## config.mk

```make
export PLATFORM = sky130hd
export DESIGN_NAME = dmem_bridge
export DESIGN_NICKNAME = d
export VERILOG_FILES = /design/src/rtl/dmem_bridge_pkg.sv /design/src/rtl/dmem_timeout_cnt.sv /design/src/rtl/dmem_bridge.sv
export SDC_FILE = /design/constraint.sdc
export NUM_CORES = 1
export LEC_CHECK = 0
export ABC_AREA = 0
export CAP_MARGIN = 20
export CORE_ASPECT_RATIO = 1.25
export CORE_MARGIN = 2
export CORE_UTILIZATION = 33
export CTS_CLUSTER_SIZE = 28
export DETAILED_ROUTE_END_ITERATION = 10
export PLACE_DENSITY = 0.78
export SYNTH_ARGS = -nofsm -noshare
export SYNTH_HDL_FRONTEND = slang
export SYNTH_SLANG_ARGS = --single-unit
```

## constraint.sdc

```tcl
create_clock -name clk -period 3.4 [get_ports clk]
set_input_delay 0.68 -clock clk [delete_from_list [all_inputs] [get_ports clk]]
set_output_delay 0.68 -clock clk [all_outputs]
set_load 0.1 [all_outputs]
```

## src/rtl/dmem_bridge_pkg.sv

```systemverilog
// Shared encodings and sizing helpers for the MEM-stage data bridge.
package dmem_bridge_pkg;
    localparam logic [1:0] ST_IDLE = 2'd0;
    localparam logic [1:0] ST_REQ  = 2'd1;
    localparam logic [1:0] ST_WAIT = 2'd2;
    localparam logic [1:0] ST_DONE = 2'd3;

    // Load data returned to the core when an access is aborted.
    localparam int ERR_RDATA = 0;

    function automatic int tmo_cnt_w(input int timeout);
        return $clog2(timeout + 1);
    endfunction
endpackage

```

## src/rtl/dmem_timeout_cnt.sv

```systemverilog
// Watchdog for an outstanding RAM access: expires on the TIMEOUT-th enabled cycle.
module dmem_timeout_cnt
    import dmem_bridge_pkg::*;
#(
    parameter int TIMEOUT = 64,
    parameter int CNT_W   = tmo_cnt_w(TIMEOUT)
) (
    input  logic clk,
    input  logic rst,
    input  logic clr,
    input  logic en,
    output logic expired
);
    logic [CNT_W-1:0] cnt_q, cnt_d;

    always_comb begin
        cnt_d = cnt_q;
        if (clr)
            cnt_d = '0;
        else if (en)
            cnt_d = cnt_q + CNT_W'(1);
    end

    always_ff @(posedge clk or posedge rst) begin
        if (rst) cnt_q <= '0;
        else     cnt_q <= cnt_d;
    end

    assign expired = en && (cnt_q == CNT_W'(TIMEOUT - 1));
endmodule

```

## src/rtl/dmem_bridge.sv

```systemverilog
// Turns the core's single-cycle data port into a req/gnt/rvalid RAM handshake,
// stalling the pipeline while the access is outstanding.
module dmem_bridge
    import dmem_bridge_pkg::*;
#(
    parameter int DATA_W  = 32,
    parameter int ADDR_W  = 32,
    parameter int TIMEOUT = 64
) (
    input  logic              clk,
    input  logic              rst,
    input  logic              memReadM,
    input  logic              memWriteM,
    input  logic [ADDR_W-1:0] addrM,
    input  logic [DATA_W-1:0] wdataM,
    output logic [DATA_W-1:0] rdataM,
    output logic              stallM,
    output logic              errM,
    output logic              mem_req,
    output logic              mem_we,
    output logic [ADDR_W-1:0] mem_addr,
    output logic [DATA_W-1:0] mem_wdata,
    input  logic              mem_gnt,
    input  logic              mem_rvalid,
    input  logic [DATA_W-1:0] mem_rdata
);
    logic [1:0]        state_q, state_d;
    logic              we_q, we_d;
    logic [ADDR_W-1:0] addr_q, addr_d;
    logic [DATA_W-1:0] wdata_q, wdata_d;
    logic [DATA_W-1:0] rdata_q, rdata_d;
    logic              err_q, err_d;
    logic              access, tmo_clr, tmo_en, tmo_expired;

    assign access = memReadM | memWriteM;
    assign tmo_en = (state_q == ST_REQ) || (state_q == ST_WAIT);

    dmem_timeout_cnt #(.TIMEOUT(TIMEOUT)) u_tmo (
        .clk     (clk),
        .rst     (rst),
        .clr     (tmo_clr),
        .en      (tmo_en),
        .expired (tmo_expired)
    );

    always_comb begin
        state_d = state_q;
        we_d    = we_q;
        addr_d  = addr_q;
        wdata_d = wdata_q;
        rdata_d = rdata_q;
        err_d   = err_q;
        tmo_clr = 1'b0;
        case (state_q)
            ST_IDLE: if (access) begin
                addr_d  = addrM;
                wdata_d = wdataM;
                we_d    = memWriteM;
                if (memReadM && memWriteM) err_d = 1'b1;
                if (addrM[1:0] != 2'b00) begin
                    err_d   = 1'b1;
                    rdata_d = DATA_W'(ERR_RDATA);
                    state_d = ST_DONE;
                end else begin
                    tmo_clr = 1'b1;
                    state_d = ST_REQ;
                end
            end
            // A real completion in the expiry cycle wins over the abort.
            ST_REQ: begin
                if (mem_gnt && we_q) begin
                    state_d = ST_DONE;
                end else if (mem_gnt && mem_rvalid) begin
                    rdata_d = mem_rdata;
                    state_d = ST_DONE;
                end else if (mem_gnt) begin
                    state_d = ST_WAIT;
                end else if (tmo_expired) begin
                    err_d   = 1'b1;
                    rdata_d = DATA_W'(ERR_RDATA);
                    state_d = ST_DONE;
                end
            end
            ST_WAIT: begin
                if (mem_rvalid) begin
                    rdata_d = mem_rdata;
                    state_d = ST_DONE;
                end else if (tmo_expired) begin
                    err_d   = 1'b1;
                    rdata_d = DATA_W'(ERR_RDATA);
                    state_d = ST_DONE;
                end
            end
            default: state_d = ST_IDLE;
        endcase
    end

    always_ff @(posedge clk or posedge rst) begin
        if (rst) begin
            state_q <= ST_IDLE;
            we_q    <= 1'b0;
            addr_q  <= '0;
            wdata_q <= '0;
            rdata_q <= '0;
            err_q   <= 1'b0;
        end else begin
            state_q <= state_d;
            we_q    <= we_d;
            addr_q  <= addr_d;
            wdata_q <= wdata_d;
            rdata_q <= rdata_d;
            err_q   <= err_d;
        end
    end

    assign stallM    = ((state_q == ST_IDLE) && access) || tmo_en;
    assign mem_req   = (state_q == ST_REQ);
    assign mem_we    = we_q;
    assign mem_addr  = addr_q;
    assign mem_wdata = wdata_q;
    assign rdataM    = rdata_q;
    assign errM      = err_q;
endmodule

```

## Word-level counts from Yosys, hierarchy flattened

Index checks and enable logic that the tools add are counted.
Widths: inputs -> output; s select.

| operators by class | value |
|---|---|
| mux-type cells | 30 |
| add/subtract/negate cells | 1 |
| reductions and logical operators | 14 |
| bitwise logic cells | 1 |
| eq/ne operators | 11 |

Operator list:

| operator | count |
|---|---|
| $mux 32 | 7 |
| $pmux 32 s3 | 1 |
| $mux 2 | 7 |
| $mux 7 | 2 |
| $ne 2x2->1 const B | 6 |
| $mux 1 | 11 |
| $add 7x1->7 const B | 1 |
| $eq 7x6->1 const B | 1 |
| $reduce_and 7->1 | 1 |
| $pmux 2 s3 | 1 |
| $logic_and 1x1->1 | 5 |
| $reduce_and 5->1 | 1 |
| $reduce_bool 2->1 | 2 |
| $ne 3x2->1 const B | 1 |
| $ne 3x3->1 const B | 1 |
| $pmux 1 s3 | 1 |
| $reduce_bool 3->1 | 1 |
| $eq 2x1->1 const B | 1 |
| $eq 2x2->1 const B | 1 |
| $logic_not 2->1 | 1 |
| $logic_or 1x1->1 | 2 |
| $reduce_and 2->1 | 1 |
| $or 1x1->1 | 1 |

| storage, ports and cells | value |
|---|---|
| register bits | 107 |
| output and inout port bits | 100 |
| bits of input ports | 102 |
| logic and storage cells | 64 |

## Depth between registers and ports, before layout

| logic depth | value |
|---|---|
| depth in word-level cells | 8 |
| depth in mapped cells | 7 |
| gate-level depth less buffers | 6 |

## Modules after synthesis

A second synthesis with hierarchy kept.

| unflattened totals | value |
|---|---|
| cell total of the unflattened synthesis | 279 |
| area, all modules | 4195.3 µm² |

Modules (own cells, without submodules):

| module | area each (µm²) | times used | sequential area each (µm²) | cells an instance |
|---|---|---|---|---|
| dmem_bridge | 3880.0 | 1 | 2502.4 | 248 |
| dmem_timeout_cnt | 315.3 | 1 | 175.2 | 31 |

## Worst setup path after synthesis

No wires, ideal clock.

| timing | value |
|---|---|
| kind | flip-flop to output port |
| start point | reg state_q[0] |
| end point | out stallM |
| slack | 0.805 ns |
| cell stages (with the launch flop) | 7 |
| buffers on the path | 2 |
| required time | 2.720 ns |
| arrival | 1.915 ns |
| path through | dfrtp_1 -> inv_1 -> ha_1 -> o21ai_0 -> buf_2 -> buf_2 -> nand2b_1 |

| on the way | value |
|---|---|
| longest elaborated chain between the ends | 3 |
| elaborated cells on any way between the ends | 6 |
| classes of those cells | eq/ne (2); reduce/logical (4) |

RTL lines:

| what | line | source |
|---|---|---|
| from (decl) | dmem_bridge.sv:27 | `logic [1:0] state_q, state_d;` |
| from (signal assigned) | dmem_bridge.sv:107 | `state_q <= state_d;` |
| $eq 2x1->1, or another cell as far along | dmem_bridge.sv:36 | `assign tmo_en = (state_q == ST_REQ) \|\| (state_q == ST_WAIT);` |
| $logic_or 1x1->1 or $logic_and 1x1->1 (tied branches) | dmem_bridge.sv:36, dmem_bridge.sv:116 |  |
| $logic_or 1x1->1 * | dmem_bridge.sv:116 | `assign stallM = ((state_q == ST_IDLE) && access) \|\| tmo_en;` |
| to (decl) | dmem_bridge.sv:17 | `output logic stallM,` |

Every way passes the cells marked *; elsewhere a longest branch is shown, timed or not.

## Worst setup path after layout

| timing | value |
|---|---|
| start point | reg wdata_q[16], in the netlist mem_wdata[16] |
| end point | out mem_wdata[16] |

RTL lines:

| what | line | source |
|---|---|---|
| from (decl) | dmem_bridge.sv:30 | `logic [DATA_W-1:0] wdata_q, wdata_d;` |
| from (signal assigned) | dmem_bridge.sv:110 | `wdata_q <= wdata_d;` |
| to (decl) | dmem_bridge.sv:22 | `output logic [DATA_W-1:0] mem_wdata,` |

No word-level cell between the ends.

==> impl_summary.log <==
INFO  metric gr-usage-met3 = 0.0337
INFO  metric synth_top_cell_area_share = 0.623
INFO  metric setup_violations = 0
INFO  metric synthArstFlopShare = 1.00
INFO  metric postCtsSetupBuffers = 0
INFO  metric final-hold-violation-count = 0
INFO  metric layout-drive-gt1-share = 0.279
INFO  metric synth.net_count = 394
INFO  metric grt_pass1_vias = 3,274
INFO  metric wire_per_inst = 16.6 um
INFO  metric cell_total_after_placement = 647
INFO  metric worst_setup_path_end_kind = output port
INFO  metric cts_root_buf = sky130_fd_sc_hd__clkbuf_16
INFO  metric final_nets = 597
INFO  metric synth_edf_count = 0
INFO  metric synth_warnings = 0
INFO  metric die_h = 132 um
INFO  metric ys.flop_type = sky130_fd_sc_hd__dfrtp_1
INFO  metric per_cell_via_count_in_the_routed_design = 4.77
INFO  metric clkTransAtPathRegs = 0.08 ns
INFO  metric worst_path_maximum_fanout = 2
INFO  metric syn-instance-count = 287
INFO  metric synth_top_cells_by_count = 107 x sky130_fd_sc_hd__dfrtp_1, 64 x sky130_fd_sc_hd__mux2_2, 19 x sky130_fd_sc_hd__a22o_2
INFO  metric cts_made_buffers = 9
INFO  metric instances_no_fill = 663
INFO  metric vias = 3,160
INFO  metric cp_slowest_cell = sky130_fd_sc_hd__clkdlybuf4s50_1
INFO  metric clkLatencyLatePin = 0.35 ns
INFO  metric die_x = 106 um
INFO  metric worst_path_largest_cell_delay = 1.15 ns
INFO  metric dr.first_iter.drc_count = 149
INFO  metric status = complete, no violations
INFO  metric htreeDepth = 3
INFO  metric synth.ff_latch_count = 107
INFO  metric f_max = 391 MHz
INFO  metric setup_tns = 0 ns
INFO  metric syn-mean-instance-area = 15.0 sq um
INFO  metric floorplan.core_area = 0.0127 sq mm
INFO  metric layout_area_growth_over_synthesis = 57.0%
INFO  metric hold-worst-slack = 0.493 ns
INFO  metric groute.layer.met2.usage = 0.284
INFO  metric overflow = 0
INFO  metric worst_ep_arrival_time = 1.88 ns
INFO  metric timing.critical_path.max_delay_family = buffers and inverters
INFO  metric yosysSeqAreaShare = 0.623
INFO  metric top_usage_layer = met2
INFO  metric max_slew.worst_pin.slew = 1.02 ns
INFO  metric clock-skew-final = 0.00868 ns
INFO  metric wirelength = 11,000 um
INFO  metric cp_data_required_time = 2.72 ns
INFO  metric die_area = 0.0140 sq mm
INFO  metric netlist.top_cell.by_area = sky130_fd_sc_hd__dfrtp_1
INFO  metric groute.usage.overall = 0.160
INFO  metric setup_repair_after_global_routing_missed_its_margin = false
INFO  metric period_minus_slack = 2.56 ns
INFO  metric hold_buffers = 0
INFO  metric m1_gr_usage = 0.182
INFO  metric number_of_routed_nets_with_antenna_violations = 0
INFO  metric port-buffer-count = 201
INFO  metric top_level_ports = 202
INFO  metric critPathLaunchType = flop
INFO  metric drtPass1Iterations = 5
INFO  metric report.final.slew_viol_count = 0
INFO  metric timing_worst_setup_path_type = reg2out
INFO  metric num_antenna_cells = 0
INFO  metric synthesis.area = 0.00430 sq mm
INFO  metric ratio_of_final_minimum_period_to_clock_period = 0.752
INFO  metric rows = 46
INFO  metric maxCapViolCount = 0
INFO  metric grt_first_pass_wirelength = 17,400 um
INFO  metric crit_chain = clkdlybuf4s50_1
INFO  metric place_hpwl = 8180 um
INFO  metric tritoncts = yes
INFO  metric synth.area.top_cells = sky130_fd_sc_hd__dfrtp_1 62%, sky130_fd_sc_hd__mux2_2 17%, sky130_fd_sc_hd__a22o_2 4.4%
INFO  metric grt_start_max_net_pins = 74
INFO  metric netlist-cell-type-count = 36
INFO  metric postCtsResizedCells = 0
INFO  metric path_buf_inv = 1
INFO  metric post-synth-top-count-cell = sky130_fd_sc_hd__dfrtp_1
INFO  metric worst_hold_path_type = reg2reg
INFO  metric initial_utilization = 0.338
INFO  metric max_slew_margin = 0.315
INFO  metric cts_num_sinks = 107
INFO  metric grt_antenna_before_repair = 0
INFO  metric gp_routability_congestion = 0.779
INFO  metric drc = 0
INFO  metric clock_tree.buffer_depth = 2
cell usage in the layout (no fill, tap or decap), drive strengths merged, types with 4 or more instances in the layout:
cell and count:
clkbuf 9, nor2 13, o21ai 8, dfrtp 107
clkinv 4, mux2 64, ha 5, buf 28
inv 5, a22o 32, clkdlybuf4s50 178, nand2 9
state kept, by name, indices dropped and copies added (netlist names):
signal,count
mem_wdata,32
errM,1
mem_we,1
u_tmo.cnt_q,7
state_q,2
mem_addr,32
rdataM,32
per-layer routing:
metal	vias to the layer above	share of wire
met1	1581	0.38
met3	18	0.056
li1	1444	-
met2	117	0.54
met4	0	0.024
met5	-	0
cells by family (layout without fill, tap and decap cells):
| group | after synthesis | after routing | share of synthesized area |
|---|---|---|---|
| DFF | 107 | 107 | 0.623 |
| muxes | 65 | 65 | 0.170 |
| AOI/OAI and AO/OA | 51 | 51 | 0.104 |
| and+or+nand+nor | 35 | 35 | 0.0515 |
| buffers and inverters | 19 | 227 | 0.0268 |
| adders and majority gates | 5 | 5 | 0.0146 |
| xor gates and xnor gates | 5 | 5 | 0.0102 |
layout make-up:
type | count | area, sq um
multi-input combinational | 161 | 1520
clock buffer | 9 | 225
fill | 1106 | 5970
timing repair buffer | 206 | 2020
inverter | 5 | 22.5
tap | 168 | 210
clock inverter | 7 | 77.6
sequential | 107 | 2680
per-stage QoR:
stage,setup slack [ns],utilization,instance area (sq um)
floorplan,0.805,-,4300
global placement,0.830,0.506,6440
detailed placement,0.807,0.506,6440
CTS,0.835,0.530,6750
global route,0.806,0.530,6750
finish,0.845,0.530,6750
path summary, 6_finish.rpt:
kind / startpoint / endpoint / slack (ns) / cells past startpoint
min: errM$_DFFE_PP0P_ / errM$_DFFE_PP0P_ / 0.49 / 1
max in group asynchronous: rst / mem_wdata[24]$_DFFE_PP0P_ / 2.23 / 3
max: mem_wdata[16]$_DFFE_PP0P_ / mem_wdata[16] / 0.84 / 1
min in group asynchronous: rst / rdataM[26]$_DFFE_PP0P_ / 0.80 / 3
min reg2reg: errM$_DFFE_PP0P_ / errM$_DFFE_PP0P_ / 0.49 / 1
max reg2reg: state_q[0]$_DFFE_PP0N_ / rdataM[12]$_DFFE_PP0P_ / 1.19 / 6
Power is not shown: default switching activity piles up to over one toggle a cycle in this logic, so the estimate is an artifact.
